--- src/rtl/famiclone_detect.sv ---
// famiclone_detect: power-on classic vs new-Dendy famiclone detector driving CIRAM /CE and /A13 grounding
module famiclone_detect #(
    parameter int INIT_CYCLES     = 15,
    parameter int LOW_SAMPLES     = 3,
    parameter int HIGH_SAMPLES    = 3,
    parameter int MISMATCH_THRESH = 1,
    parameter int TIMEOUT_CYCLES  = 65535
) (
    input  logic       m2,
    input  logic       reset,
    input  logic       ppu_rd_in,
    input  logic       ppu_a13,
    input  logic       ppu_not_a13,
    input  logic [1:0] mode,
    output logic       ground_en,
    output logic       new_dendy,
    output logic       detect_done,
    output logic       detect_timeout
);
    localparam int IW = $clog2(INIT_CYCLES + 1);
    localparam int LW = $clog2(LOW_SAMPLES + 1);
    localparam int HW = $clog2(HIGH_SAMPLES + 1);
    localparam int MW = $clog2(MISMATCH_THRESH + 1);
    localparam int TW = $clog2(TIMEOUT_CYCLES + 1);
    localparam logic [IW-1:0] INIT_LAST = IW'(INIT_CYCLES - 1);
    localparam logic [LW-1:0] LO_MAX    = LW'(LOW_SAMPLES);
    localparam logic [HW-1:0] HI_MAX    = HW'(HIGH_SAMPLES);
    localparam logic [MW-1:0] MM_MAX    = MW'(MISMATCH_THRESH);
    localparam logic [TW-1:0] TO_LAST   = TW'(TIMEOUT_CYCLES - 1);

    typedef enum logic [1:0] {S_INIT, S_OBSERVE, S_DONE} state_t;

    state_t        r_state;
    logic [1:0]    r_rd_sync, r_a13_sync, r_na13_sync;
    logic [IW-1:0] r_init_cnt;
    logic [LW-1:0] r_lo_cnt;
    logic [HW-1:0] r_hi_cnt;
    logic [MW-1:0] r_mm_cnt;
    logic [TW-1:0] r_to_cnt;
    logic          w_valid, w_lo_inc, w_hi_inc, w_mm_inc, w_quota, w_verdict;
    logic [LW-1:0] w_lo_next;
    logic [HW-1:0] w_hi_next;
    logic [MW-1:0] w_mm_next;

    // two-flop synchronizers, preset high so the bus looks idle (no read) out of reset
    always_ff @(posedge m2 or posedge reset) begin
        if (reset) begin
            r_rd_sync   <= 2'b11;
            r_a13_sync  <= 2'b11;
            r_na13_sync <= 2'b11;
        end else begin
            r_rd_sync   <= {r_rd_sync[0], ppu_rd_in};
            r_a13_sync  <= {r_a13_sync[0], ppu_a13};
            r_na13_sync <= {r_na13_sync[0], ppu_not_a13};
        end
    end

    // sample qualification; only samples that fill a quota slot may count as mismatches
    always_comb begin
        w_valid   = (r_state == S_OBSERVE) && !r_rd_sync[1];
        w_lo_inc  = w_valid && !r_a13_sync[1] && (r_lo_cnt < LO_MAX);
        w_hi_inc  = w_valid && r_a13_sync[1] && (r_hi_cnt < HI_MAX);
        w_mm_inc  = (w_lo_inc || w_hi_inc) && (r_a13_sync[1] == r_na13_sync[1]) && (r_mm_cnt < MM_MAX);
        w_lo_next = r_lo_cnt + LW'(w_lo_inc);
        w_hi_next = r_hi_cnt + HW'(w_hi_inc);
        w_mm_next = r_mm_cnt + MW'(w_mm_inc);
        w_quota   = (w_lo_next == LO_MAX) && (w_hi_next == HI_MAX);
        w_verdict = (w_mm_next == MM_MAX);
    end

    // detection FSM with registered outputs; DONE is terminal until reset
    always_ff @(posedge m2 or posedge reset) begin
        if (reset) begin
            r_state        <= S_INIT;
            r_init_cnt     <= '0;
            r_lo_cnt       <= '0;
            r_hi_cnt       <= '0;
            r_mm_cnt       <= '0;
            r_to_cnt       <= '0;
            ground_en      <= 1'b1;
            new_dendy      <= 1'b0;
            detect_done    <= 1'b0;
            detect_timeout <= 1'b0;
        end else begin
            case (r_state)
                S_INIT: begin
                    r_init_cnt <= r_init_cnt + IW'(1);
                    if (r_init_cnt == INIT_LAST) begin
                        ground_en <= 1'b0;
                        if (mode == 2'b01 || mode == 2'b10) begin
                            r_state     <= S_DONE;
                            new_dendy   <= mode[1];
                            detect_done <= 1'b1;
                        end else begin
                            r_state <= S_OBSERVE;
                        end
                    end
                end
                S_OBSERVE: begin
                    r_to_cnt <= r_to_cnt + TW'(1);
                    r_lo_cnt <= w_lo_next;
                    r_hi_cnt <= w_hi_next;
                    r_mm_cnt <= w_mm_next;
                    if (w_quota || r_to_cnt == TO_LAST) begin
                        r_state        <= S_DONE;
                        detect_done    <= 1'b1;
                        new_dendy      <= w_verdict;
                        detect_timeout <= !w_quota;
                    end
                end
                default: ;
            endcase
        end
    end
endmodule

--- config.mk ---
export PLATFORM = sky130hd
export DESIGN_NAME = famiclone_detect
export DESIGN_NICKNAME = d
export VERILOG_FILES = /design/src/rtl/famiclone_detect.sv
export SDC_FILE = /design/constraint.sdc
export NUM_CORES = 1
export LEC_CHECK = 0
export ABC_AREA = 1
export CORE_MARGIN = 1
export CORE_UTILIZATION = 55
export CTS_CLUSTER_SIZE = 8
export DETAILED_ROUTE_END_ITERATION = 10
export PLACE_DENSITY = 0.73
export SYNTH_ARGS = -nofsm -noshare
export SYNTH_HDL_FRONTEND = slang
export SYNTH_SLANG_ARGS = --single-unit
--- constraint.sdc ---
create_clock -name m2 -period 2.06 [get_ports m2]
set_input_delay 0.618 -clock m2 [delete_from_list [all_inputs] [get_ports m2]]
set_output_delay 0.618 -clock m2 [all_outputs]
set_load 0.005 [all_outputs]
Word-level counts from Yosys, hierarchy flattened
Cells that the tools add are included.
{"block": "op_classes", "n_addsub": 5, "order_cmp": 3, "n_eq_ne": 11, "muxes": 12, "reduce_logical": 20}
{"cell": "16-bit by 1-bit adder with 16-bit output (second input constant)", "n": 1}
{"cell": "16-bit == test (second input constant)", "n": 1}
{"cell": "1-bit logical AND", "n": 8}
{"cell": "2-bit == test (second input constant)", "n": 3}
{"cell": "1-bit 2-to-1 mux", "n": 6}
{"cell": "2-bit 2-to-1 mux", "n": 3}
{"cell": "2-bit by 1-bit adder with 2-bit output", "n": 2}
{"cell": "4-bit by 1-bit adder with 4-bit output (second input constant)", "n": 1}
{"cell": "2-bit by 1-bit == test with 1-bit output (second input constant)", "n": 2}
{"cell": "4-bit == test (second input constant)", "n": 1}
{"cell": "2-bit less-than comparator (second input constant)", "n": 2}
{"cell": "2-bit inequality test (second input constant)", "n": 2}
{"cell": "1-bit one-hot mux with 2 select lines", "n": 2}
{"cell": "2-bit one-hot mux with 2 select lines", "n": 1}
{"cell": "2-bit AND reduction", "n": 2}
{"cell": "4-bit AND reduction", "n": 1}
{"cell": "1-bit zero test", "n": 3}
{"cell": "1-bit logical OR", "n": 3}
{"cell": "3-bit AND reduction", "n": 1}
{"cell": "2-bit zero test", "n": 1}
{"cell": "2-bit by 1-bit inequality test with 1-bit output (second input constant)", "n": 1}
{"cell": "2-bit nonzero test", "n": 1}
{"cell": "1-bit adder", "n": 1}
{"cell": "1-bit == test", "n": 1}
{"cell": "1-bit less-than comparator (second input constant)", "n": 1}
{"block": "totals", "register_bits": 37, "out_inout_bits": 4}

Longest topological paths before layout
Gate-level depths: netlist of run 1.
{"block": "logic_depth", "depth_word": 10, "ltp_mapped": 13}

Worst setup path before layout of run 1
Ideal clock, no wire load.
{"block": "synth_timing", "path_kind": "register -> register", "from": "register r_state[1]", "to": "register detect_done", "t_arrival_ns": 1.625, "setup_slack_ns": 0.311, "path_stages_with_launch": 11, "path_cell_list": "dfrtp_1 > nor2_4 > nand2_1 > nor2_1 > ha_1 > nand2_1 > nand3b_1 > nor2_1 > nor2_2 > nand2_2 > or2_1"}
{"block": "synth_between", "elab_chain_len": 10}
{"item": "start, declared", "line_no": "33", "source": "state_t r_state;"}
{"item": "start signal, assigned", "line_no": "74", "source": "r_state <= S_INIT;"}
{"item": "start signal, assigned", "line_no": "91", "source": "r_state <= S_DONE;"}
{"item": "start signal, assigned", "line_no": "95", "source": "r_state <= S_OBSERVE;"}
{"item": "2-bit by 1-bit == test with 1-bit output", "line_no": "60", "source": "w_valid = (r_state == S_OBSERVE) && !r_rd_sync[1];"}
{"item": "1-bit logical AND", "line_no": "60"}
{"item": "1-bit logical AND (2 in a row)", "line_no": "62", "source": "w_hi_inc = w_valid && r_a13_sync[1] && (r_hi_cnt < HI_MAX);"}
{"item": "2-bit by 1-bit adder with 2-bit output", "line_no": "65", "source": "w_hi_next = r_hi_cnt + HW'(w_hi_inc);"}
{"item": "named net w_hi_next[0]", "line_no": "42", "source": "logic [HW-1:0] w_hi_next;"}
{"item": "2-bit == test", "line_no": "67", "source": "w_quota = (w_lo_next == LO_MAX) && (w_hi_next == HI_MAX);"}
{"item": "1-bit logical AND", "line_no": "67"}
{"item": "1-bit logical OR", "line_no": "104", "source": "if (w_quota || r_to_cnt == TO_LAST) begin"}
{"item": "2-bit by 1-bit inequality test with 1-bit output (no source line)"}
{"item": "4-bit AND reduction (no source line)"}
{"item": "end signal, assigned", "line_no": "82", "source": "detect_done <= 1'b0;"}
{"item": "end signal, assigned", "line_no": "93", "source": "detect_done <= 1'b1;"}
{"item": "end signal, assigned", "line_no": "106", "source": "detect_done <= 1'b1;"}
{"item": "end, declared", "line_no": "17", "source": "output logic detect_done,"}
The timed path passes the listed nets, and every way through them passes these cells.
A chain may end at the register's enable or synchronous reset.

Worst setup path after layout of run 1
{"block": "layout_timing", "from": "register ground_en", "to": "output ground_en"}
{"item": "start, declared", "line_no": "15", "source": "output logic ground_en,"}
{"item": "start signal, assigned", "line_no": "80", "source": "ground_en <= 1'b1;"}
{"item": "start signal, assigned", "line_no": "89", "source": "ground_en <= 1'b0;"}
No word-level cell between the ends.

==> impl_metrics.ini, run 1 <==
[timing]
tns_ns = 0
timing.slew.headroom_pct = 70.9
hold_violations = 0
skew_ns = 0.00882
slew_viol_final = 0
rsz0062_at_grt = false
tightest_slew_ns = 0.435
period_needed_ns = 1.99
setup_viol = 0
finalCritPeriodShare_pct = 96.4
timing.fmax_mhz = 504

[final_layout]
final_core_util_pct = 65.3
final_area_sq_mm = 0.00198
seqCellArea_sq_um = 935
fin_nets = 211
fillers = 246
multi_input_area_sq_um = 718
area_growth_pct = 13.4
drive_above_1_share_pct = 16.6
diodes = 0

[floorplanning]
rows = 20
die_w_um = 58.3
start_util_pct = 57.6
io_pins = 11
die-area_sq_mm = 0.00340
die_h_um = 58.3
coreArea_sq_mm = 0.00303

[worst_setup_path]
critPathBufInv = 1
critPathLaunchType = flip-flop
worstRegToRegCells = 9
end_kind = output port
critPathCapture = ground_en
path_class = reg -> out
critPathMaxFanout = 2
cp_num_cells = 1
cp_top_family = flip-flops
r2r_start = r_a13_sync[1]
crit_slowest_cell = dfstp_2
r2r-end = detect_done
cp_data_arrival_time_ns = 1.37
startpoint = ground_en
max_stage_delay_ns = 0.54
required_ns = 1.44
reg2reg_slack_ns = 0.26
cp_cell_sequence = clkdlybuf4s50_1

[grt]
use_met1_pct = 25.5
busiest_layer = met2
grt-ovfl-total = 0
grt_use_met2_pct = 31.5
grt_pass1_vias = 1134
grt_pass1_wl_um = 4970
antenna_found_initial = 0
grt_util_met3_pct = 6.37
grt_max_degree = 38
grt_usage_pct = 20.0

[pwr]
switching_share_pct = 21.9
p_int_uw = 885
ir_worst_vdd_uv = 514
p_seq_share_pct = 65.3
p_per_area_mw_per_mm2 = 573
comb_power_share_pct = 3.3
leakage_nw = 0.986
switching_power_uw = 248
clkPwrFrac_pct = 31.5

[cts]
clkLatencyLatePin_ns = 0.33
holdBufCountCts = 0
clockBufferDepth = 2
cts.sinks = 37
htree_levels = 2
cts_inserted_buffers = 5
cts.clk_slew.worst_paths_ns = 0.11
cts_root_buf = clkbuf_4
ctsResizeCount = 0
cts_tree = built
post_cts_buffers = 0

[flow_run]
drv_cap = 0

[place]
hpwl_um = 2200
port-buffer-count = 10
place_area_sq_mm = 0.00193
place_congestion = 0.832

[route]
wl_per_cell_um = 11.9
avgViaCountPerCell = 4.94
drt-initial-drc-count = 48
drc = 0
postRouteAntennaNets = 0
vias = 1201
wl_um = 2890
firstDrtPassIters = 4

[status]
status = completed

[synth]
synth_compound_area_share_pct = 2.44
synthMuxAreaShare_pct = 0
synthCells = 179
synth_top_area_cell = dfrtp_1
syn_area_per_cell_sq_um = 9.74
synthesis.nets = 192
async_flop_share_pct = 100
synthSimpleGateAreaFrac_pct = 24.9
synth_top_family_by_area = simple AND/OR/NAND/NOR gates
synth_flop_cell = dfrtp_1
synthMostInstantiatedCell = nand2_1
synthesis.area_sq_mm = 0.00174
ys_ff_latch = 37
synthTopCellsByCount = nand2_1 (38), dfrtp_1 (30), inv_1 (23), nor2_1 (13), xor2_1 (10)
synth_xor_area_share_pct = 9.55
yosysWarnings = 0
ys_seq_area_share_pct = 53.6
synth_edf_count = 0
synthTopCellsByArea = dfrtp_1 (43%), dfstp_2 (11%), nand2_1 (8.2%), xor2_1 (5.0%), inv_1 (5.0%)
synth_top_area_share_pct = 43.1
synthDistinctLibCells = 26
synth_fa_ha_area_share_pct = 4.31

[min_path]
hold_path.class = reg -> reg
==> per-stage QoR <==
stage | cells | setup WS (ns) | total power [mW] | hold WS [ns]
6_report | 243 | 0.0739 | 1.13 | 0.352
5_1_grt | 243 | 0.0221 | 1.19 | 0.364
4_1_cts | 243 | 0.0543 | 1.15 | 0.362
3_5_place_dp | 235 | 0.181 | 0.791 | 0.347
3_3_place_gp | 235 | 0.245 | 0.790 | 0.347
2_1_floorplan | 179 | 0.311 | 0.769 | 0.345
==> worst min-delay path by stage <==
| stage | cells after the start | end | from | slack, ns |
|---|---|---|---|---|
| 2_1_floorplan | 0 | r_a13_sync[1] | r_a13_sync[0] | 0.35 |
| 3_3_place_gp | 0 | r_rd_sync[1] | r_rd_sync[0] | 0.35 |
| 3_5_place_dp | 0 | r_rd_sync[1] | r_rd_sync[0] | 0.35 |
| 4_1_cts | 0 | r_rd_sync[1] | r_rd_sync[0] | 0.36 |
| 5_1_grt | 0 | r_rd_sync[1] | r_rd_sync[0] | 0.36 |
| 6_report | 0 | r_na13_sync[1] | r_na13_sync[0] | 0.35 |
==> power by group through the flow <==
stage | clock (mW) | combinational (mW) | sequential, mW
final | 0.357 | 0.0369 | 0.739
after global routing | 0.404 | 0.0425 | 0.740
after CTS | 0.375 | 0.0380 | 0.739
after detailed placement | 0 | 0.0380 | 0.753
after global placement | 0 | 0.0368 | 0.753
after floorplan | 0 | 0.0167 | 0.752
==> registers in the layout (all words and copies together), names as in the netlist <==
signal          count
r_state             2
r_lo_cnt            2
detect_timeout      1
ground_en           1
r_init_cnt          4
r_na13_sync         2
detect_done         1
r_a13_sync          2
new_dendy           1
r_rd_sync           2
r_mm_cnt            1
r_to_cnt           16
r_hi_cnt            2
==> per-layer routing <==
metal,share of wire (%),wire length (um)
met3,3.8,111
met2,48,1380
met4,1.8,51
met1,46,1340
met5,0,0
==> cell type report <==
| type | count | share of cell area [%] |
|---|---|---|
| multi-input cells | 118 | 36.3 |
| flip-flops and latches | 37 | 47.3 |
| clock inverters | 2 | 0.506 |
| well taps | 44 | 2.78 |
| repair buffers | 12 | 6.46 |
| clock buffers | 6 | 2.09 |
| inverters | 24 | 4.56 |
==> cells by family (layout without fill, tap and decap cells) <==
| logic type | count (synthesis) | count (layout) |
|---|---|---|
| XOR/XNOR | 19 | 19 |
| adder cells (fa/ha/maj) | 6 | 6 |
| AND/OR/NAND/NOR | 85 | 85 |
| buffers and inverters | 24 | 44 |
| flip-flops | 37 | 37 |
| AO/OA/AOI/OAI | 8 | 8 |
==> cell usage in the layout, fill, tap and decap left out, drive strengths merged <==
cell and instances:
dfrtp 30, or2 2, dfstp 7, clkbuf 6, inv 24, a21boi 1
nor3 2, o21ai 3, and2 1, xor2 10, and3 1, buf 2
clkinv 2, nand3 10, a21oi 4, nand4 5, nand2 42, nand3b 2
nor2 20, clkdlybuf4s50 10, xnor2 9, ha 6
(Power assumes the default switching activity.)
==> run 2, diff against run 1 <==
DONT_BUFFER_PORTS = 1   (was not set)
PLACE_DENSITY = 0.68   (was 0.73)
==> run 2 against run 1 <==
  * Register-to-register slack lost 0.02 ns
  * Utilization is 3.3 points lower
  * Critical path depth up 10
  * Setup slack improved by 0.17 ns
  * Die area is the same
  * Sequential cell count is the same
  * Hold slack lost 0.099 ns
  * Via count shrank 3.2%
  * First-iteration DRC count is 29% lower
  * Clock power increased by 2%
  * Cell count decreased by 3.7%
==> impl_metrics.ini, run 2 (same netlist as run 1, synthesis figures left out) <==
[route]
firstDrtPassIters = 4
postRouteAntennaNets = 0
drc = 0
wl_per_cell_um = 11.3
avgViaCountPerCell = 4.97
vias = 1162
drt-initial-drc-count = 34
wl_um = 2650

[cts]
htree_levels = 2
cts_inserted_buffers = 5
ctsResizeCount = 0
holdBufCountCts = 0
cts_tree = built
post_cts_buffers = 0
clockBufferDepth = 2
cts_root_buf = clkbuf_4
clkLatencyLatePin_ns = 0.34
cts.clk_slew.worst_paths_ns = 0.12
cts.sinks = 37

[worst_setup_path]
critPathLaunchType = flip-flop
end_kind = flip-flop
critPathMaxFanout = 4
required_ns = 2.30
max_stage_delay_ns = 0.41
path_class = reg -> reg
crit_slowest_cell = dfrtp_1
cp_data_arrival_time_ns = 2.06
cp_cell_sequence = inv_2 -> nor2_4 -> nand2_1 -> nor2_1 -> ha_1 -> nand2_1 -> nand3b_1 -> nor2_1 -> nor2_2 -> nand2_2 -> or2_1

[timing]
slew_viol_final = 0
hold_violations = 0
setup_ws_ns = 0.245
hold_slack_ns = 0.253
finalCritPeriodShare_pct = 88.1
skew_ns = 0.0203
period_needed_ns = 1.82
tightest_slew_ns = 0.460
timing.fmax_mhz = 551
rsz0062_at_grt = false
timing.slew.headroom_pct = 69.2
setup_viol = 0
tns_ns = 0

[pwr]
p_per_area_mw_per_mm2 = 600
p_seq_share_pct = 65.7
clkPwrFrac_pct = 32.4
ir_worst_vdd_uv = 435
comb_power_share_pct = 1.9
p_int_uw = 876
leakage_nw = 0.941
switching_power_uw = 249
switching_share_pct = 22.2

[grt]
grt-ovfl-total = 0
grt_max_degree = 38
use_met1_pct = 24.8
grt_util_met3_pct = 5.05
antenna_found_initial = 0
busiest_layer = met2
grt_usage_pct = 18.5
grt_pass1_vias = 1121
grt_use_met2_pct = 26.3
grt_pass1_wl_um = 4620

[final_layout]
mostFrequentLayoutCells = nand2_1 (38), dfrtp_1 (30), inv_1 (23)
final_cells = 234
area_growth_pct = 7.68
fillers = 238
final_common_cell = nand2_1
diodes = 0
regMostFlops = r_to_cnt
largest_reg_flops = 16
drive_above_1_share_pct = 17.9
top_regs = r_to_cnt x16, r_init_cnt x4
fin_nets = 202

[floorplanning]
die_h_um = 58.3
coreArea_sq_mm = 0.00303
io_pins = 11
die-area_sq_mm = 0.00340
start_util_pct = 57.6
die_w_um = 58.3
rows = 20

[place]
place_congestion = 0.826
placed_cells = 224
hpwl_um = 1960
post-place-ws_ns = 0.128
port-buffer-count = 0

[status]
status = completed

[flow_run]
drv_cap = 0

[min_path]
hold_path.class = in -> async
run 2: cell types whose count changed in the layout (fill, tap and decap cells not counted), sizes merged:
cell | before | now
clkdlybuf4s50 | 10 | 0
clkinv | 2 | 0
clkinvlp | 0 | 2
buf | 2 | 3
run 2: area by class of cell:
cell class / count / area (sq um) / share of cell area [%]
Clock inverter: 2 / 15.0 / 0.800
Clock buffer: 6 / 41.3 / 2.20
Timing Repair Buffer: 3 / 22.5 / 1.20
Multi-Input combinational cell: 118 / 718 / 38.3
Tap cell: 44 / 55.1 / 2.93
Sequential cell: 37 / 935 / 49.8
Inverter: 24 / 90.1 / 4.80
run 2: final timing paths:
kind	from	endpoint	slack, ns	depth (start not counted)
max	r_state[0]	detect_done	0.24	11
min	reset	r_hi_cnt[1]	0.25	2
max reg2reg	r_state[0]	detect_done	0.24	11
min reg2reg	r_na13_sync[0]	r_na13_sync[1]	0.36	0
max in group asynchronous	reset	r_rd_sync[0]	1.46	2
min in group m2	ppu_not_a13	r_na13_sync[0]	0.27	0
run 2: critical path: cells and delay by family, from the launching register on:
kind,cells,cell delay (ns)
DFF,1,0.41
and+or+nand+nor,9,0.97
buffers and inverters,1,0.07
adders and majority gates,1,0.26
run 2: layer usage:
| layer | part of all wire [%] | vias to the layer above | wire, um |
|---|---|---|---|
| met5 | 0 | - | 0 |
| met4 | 1.9 | 0 | 51 |
| met3 | 3.5 | 6 | 92 |
| met2 | 44 | 22 | 1170 |
| met1 | 50 | 554 | 1330 |
| li1 | - | 580 | - |
run 2: through the flow:
stage          utilization (%)  power, mW  cell area, sq um
2_1_floorplan                -      0.769              1740
5_1_grt                   62.0       1.18              1880
6_report                  62.0       1.13              1880
3_5_place_dp              59.6      0.775              1810
4_1_cts                   61.5       1.15              1860
3_3_place_gp              59.6      0.774              1810
run 2: power by group through the flow:
stage          logic [mW]  clock network [mW]  registers (mW)
2_1_floorplan      0.0167                   0           0.752
3_3_place_gp       0.0217                   0           0.753
3_5_place_dp       0.0222                   0           0.753
4_1_cts            0.0223               0.384           0.740
5_1_grt            0.0256               0.418           0.740
6_report           0.0213               0.365           0.739
==> run 3, diff against run 2 <==
CORE_MARGIN = not set   (was 1)
==> results of run 3 <==
Final layout, timing and power as in run 2 (identical DEF).
==> variant 1 (config.mk and constraints of run 3) <==
The parameter `LOW_SAMPLES` goes from 3 to 2.
--- a/src/rtl/famiclone_detect.sv
+++ b/src/rtl/famiclone_detect.sv
@@ -1,7 +1,7 @@
 // famiclone_detect: power-on classic vs new-Dendy famiclone detector driving CIRAM /CE and /A13 grounding
 module famiclone_detect #(
     parameter int INIT_CYCLES     = 15,
-    parameter int LOW_SAMPLES     = 3,
+    parameter int LOW_SAMPLES     = 2,
     parameter int HIGH_SAMPLES    = 3,
     parameter int MISMATCH_THRESH = 1,
     parameter int TIMEOUT_CYCLES  = 65535
Check against the original RTL: no difference found for any inputs over 10 cycles, from zero or initial values and one cycle with reset high; that may be too few to reach the edited logic, so the function may still have changed.
==> variant 1 against run 3 <==
  * Worst setup slack improved by 74 ps
  * Die area is 1.0% higher
  * Wire length grew 4.6%
  * Largest cell class unchanged
  * Final area grew 1.3%
  * Final cell count fell by 2.6%
  * Synthesized area up 1.1%
  * Total power is 16% higher
  * Clock power rose by 48%
  * Sequential cell count unchanged
  * Global-route usage rose by 1.6 points
==> variant 1: results (changes against run 3) <==
* Compound-Gate Fraction of Synth Area at 2.91% (+0.47 points)
* Yosys cell types at 23 (-12%)
* HPWL Detailed at 2030 µm (+3.9%)
* Final non-filler cell total at 228 (-2.6%)
* DRT iter0 DRCs at 38 (+12%)
* Worst-margin pin slew at 447 ps (-12.7 ps)
* Placed cell count at 220 (-1.8%)
* Crit Path Max Fanout at 3 (-1)
* Met3 wire len at 82 µm (-11%)
* Layout cell share with drive strength beyond 1 at 20.1% (+2.2 points)
* Clock Skew at 13.3 ps (-7.02 ps)
* Critical Path AT at 1990 ps (-70 ps)
* CP max-delay cell: dfstp_2
* GR Util met1 at 27.0% (+2.2 points)
* M2 GR Usage at 29.6% (+3.3 points)
* R2R cell count at 9 (-2)
* Worst setup margin at 319 ps (+73.8 ps)
* Leakage power at 0.968 nW (+2.8%)
* Hold slack at 245 ps (-8.42 ps)
* Syn_nets at 189 (-1.6%)
* Metal2 WL at 1240 µm (+6.1%)
* Internal at 1.03 mW (+18%)
* RD Place Congestion at 0.832 (+0.75%)
* Post-Synth Adder-Cell Area at 4.26% (-0.046 points)
* Seq/Total Area, Yosys at 53.1% (-0.57 points)
* Source of the critical timing path: r_rd_sync[1]$_DFF_PP1_
* Run status: finished, final reports clean
==> variant 1: cell types whose count changed after synthesis, moves of 2 or more <==
cell,delta
nand2_1,-7
xnor2_1,+2
nor2_1,+3
nand2_4,+3
nor2_4,+2
==> variant 1: cell type report <==
type,instances,area [µm²]
multi-input combinational,114,726
fill,274,1150
sequential,37,935
clock buffer,6,51.3
tap,44,55.1
clock inverter,2,37.5
timing repair buffer,1,7.51
inverter,24,90.1
==> variant 1: power by group through the flow <==
stage | clock, mW | combinational [mW] | sequential, mW
after global routing | 0.585 | 0.0289 | 0.743
after floorplan | 0 | 0.0188 | 0.754
final | 0.541 | 0.0238 | 0.742
after detailed placement | 0 | 0.0252 | 0.755
after global placement | 0 | 0.0242 | 0.755
after CTS | 0.550 | 0.0253 | 0.742
==> variant 1: worst register-to-register path, stage by stage, from the launching register on <==
cell     delay (ps)
dfstp_2         530
inv_1            40
nand3_1         130
nor2_1           60
ha_1            180
xnor2_1         200
nor2_1          100
nand2_2         100
nand3_2         100
or2_1           210
==> variant 2 (flow settings as in run 3) <==
Made on the original files. Compare `r_to_cnt` against `TO_LAST` with >= in place of ==.
--- a/src/rtl/famiclone_detect.sv
+++ b/src/rtl/famiclone_detect.sv
@@ -101,7 +101,7 @@
                     r_lo_cnt <= w_lo_next;
                     r_hi_cnt <= w_hi_next;
                     r_mm_cnt <= w_mm_next;
-                    if (w_quota || r_to_cnt == TO_LAST) begin
+                    if (w_quota || r_to_cnt >= TO_LAST) begin
                         r_state        <= S_DONE;
                         detect_done    <= 1'b1;
                         new_dendy      <= w_verdict;
Formal check against the unedited RTL: same outputs for any inputs over 10 cycles, from zero or initial values and one cycle with reset high; that may be too few to reach the edited logic, so the function may still have changed.
==> variant 2 against run 3 <==
  * Synthesized area stayed put
  * Global-route usage is 0.50 points higher
  * Critical endpoint unchanged
  * Core utilization is 0.21 points lower
  * Count of clock-buffer cells in the layout is 1 higher
  * Highest routed layer unchanged
  * Sequential cell count stayed put
  * Via count is 2.8% lower
  * Clock skew is 11 ps lower
  * Worst hold slack worse by 10 ps
  * Total power is 6.0% higher
  * Wire length is 0.64% higher
  * Worst setup slack better by 120 ps
  * Clock power is 18% higher
  * Sequential power hardly changed
  * Final area is 0.33% lower
==> variant 2: results (changes against run 3) <==
* Die Area at 3400 µm² (unchanged)
* Worst r2r src: r_rd_sync[1]$_DFF_PP1_
* Yosys cell types at 25 (-3.8%)
* Switch share at 21.1% (-1.1 points)
* Place WS at 364 ps (+236 ps)
* DRT iter0 DRCs at 28 (-18%)
* Count of flip-flops and latches at 37 (unchanged)
* Non-CTS buffers at 1 (-2)
* Top cells by count, synth: nand2_1, dfrtp_1, nor2_1, inv_1
* Peak supply drop at 0.428 mV (-1.7%)
* #MultiIn Comb at 123 (+4.2%)
* Final non-filler cell total at 232 (-0.85%)
* Slew HR at 71.2% (+1.9 points)
* Final Hold Viols at 0 (unchanged)
* Crit path kind: flop to flop
* Min cycle time layout at 1700 ps (-117 ps)
* Clk slew on worst S/H paths at 100 ps (-20 ps)
* Hold slack at 243 ps (-10.5 ps)
* Synth Area in XOR/XNOR at 10.1% (+0.50 points)
* Compound-Gate Fraction of Synth Area at 2.30% (-0.14 points)
* First-pass GRT wire length at 4560 µm (-1.2%)
* Largest cells by area after synthesis: dfrtp_1, dfstp_2, nand2_1
* Area of the multi-input gates at 729 µm² (+1.6%)
* Run status: finished, final reports clean
* Largest net degree at the start of global routing at 38 (unchanged)
* Source of the critical timing path: r_rd_sync[1]$_DFF_PP1_
* Fraction of area in registers at 50.0% (+0.17 points)
* RD Place Congestion at 0.878 (+6.4%)
* Leakage power at 0.928 nW (-1.4%)
* Nets at 200 (-0.99%)
* Critical Path AT at 1940 ps (-120 ps)
* Area after DPL at 1800 µm² (-0.28%)
* Routed wire per std cell at 11.5 µm (+1.5%)
* Layout cell share with drive strength beyond 1 at 14.9% (-3.0 points)
* CP max stage delay at 530 ps (+120 ps)
* Crit Path Max Fanout at 3 (-1)
* Non-clock buffering overhead at 0.401% (-0.80 points)
* HPWL Detailed at 1970 µm (+0.68%)
* Inverters at 19 (-21%)
* RR Endpoint: detect_done$_DFFE_PP0P_
* All-Layer GR Usage at 19.0% (+0.50 points)
* Vias in the first global route at 1000 (-11%)
* Syn_nets at 193 (+0.52%)
* Final clock-cell share at 3.75% (+0.75 points)
* Avg Cell Area, Syn at 9.68 µm² (-0.56%)
* P&R area growth vs syn at 7.32%
* Class of the worst hold path: input pin to asynchronous set/reset pin
* Clock Skew at 8.89 ps (-11.5 ps)
* Biggest regs: r_to_cnt x16, r_init_cnt x4
* Layout fillers at 262 (+10%)
* R2R cell count at 8 (-3)
* CP max-delay cell: dfstp_2
* Clkbuf count at 7 (+1)
* DR vias at 1129 (-2.8%)
[variant 2: cell count changes in the layout (fill, tap and decap cells not counted), moves of 2 or more]
cell,run 3,this run
nor2_1,13,20
inv_1,23,17
nor2_2,4,0
nor2_4,3,0
buf_4,3,1
clkbuf_8,0,2
clkinvlp_4,2,0
nand3_1,8,10
[variant 2: critical path: cells and delay by family (launching register included)]
family	cells	cell delay, ps
simple gates	6	720
flops	1	530
fa+ha+maj	1	180
xor+xnor	1	170
[variant 2: power by group through the flow]
stage / registers, mW / logic [mW] / clock network, mW
floorplan: 0.754 / 0.0176 / 0
global placement: 0.754 / 0.0232 / 0
detailed placement: 0.755 / 0.0235 / 0
CTS: 0.741 / 0.0236 / 0.448
global route: 0.742 / 0.0268 / 0.481
finish: 0.741 / 0.0219 / 0.429
[variant 2: per-layer routing]
metal  up-vias  part of all wire (%)  global-route usage, %
met4         0                   2.9                   10.5
met5         -                     0                      0
li1        591                     -                      -
met1       515                    48                   24.4
met2        14                    45                   27.8
met3         9                   3.4                   7.25
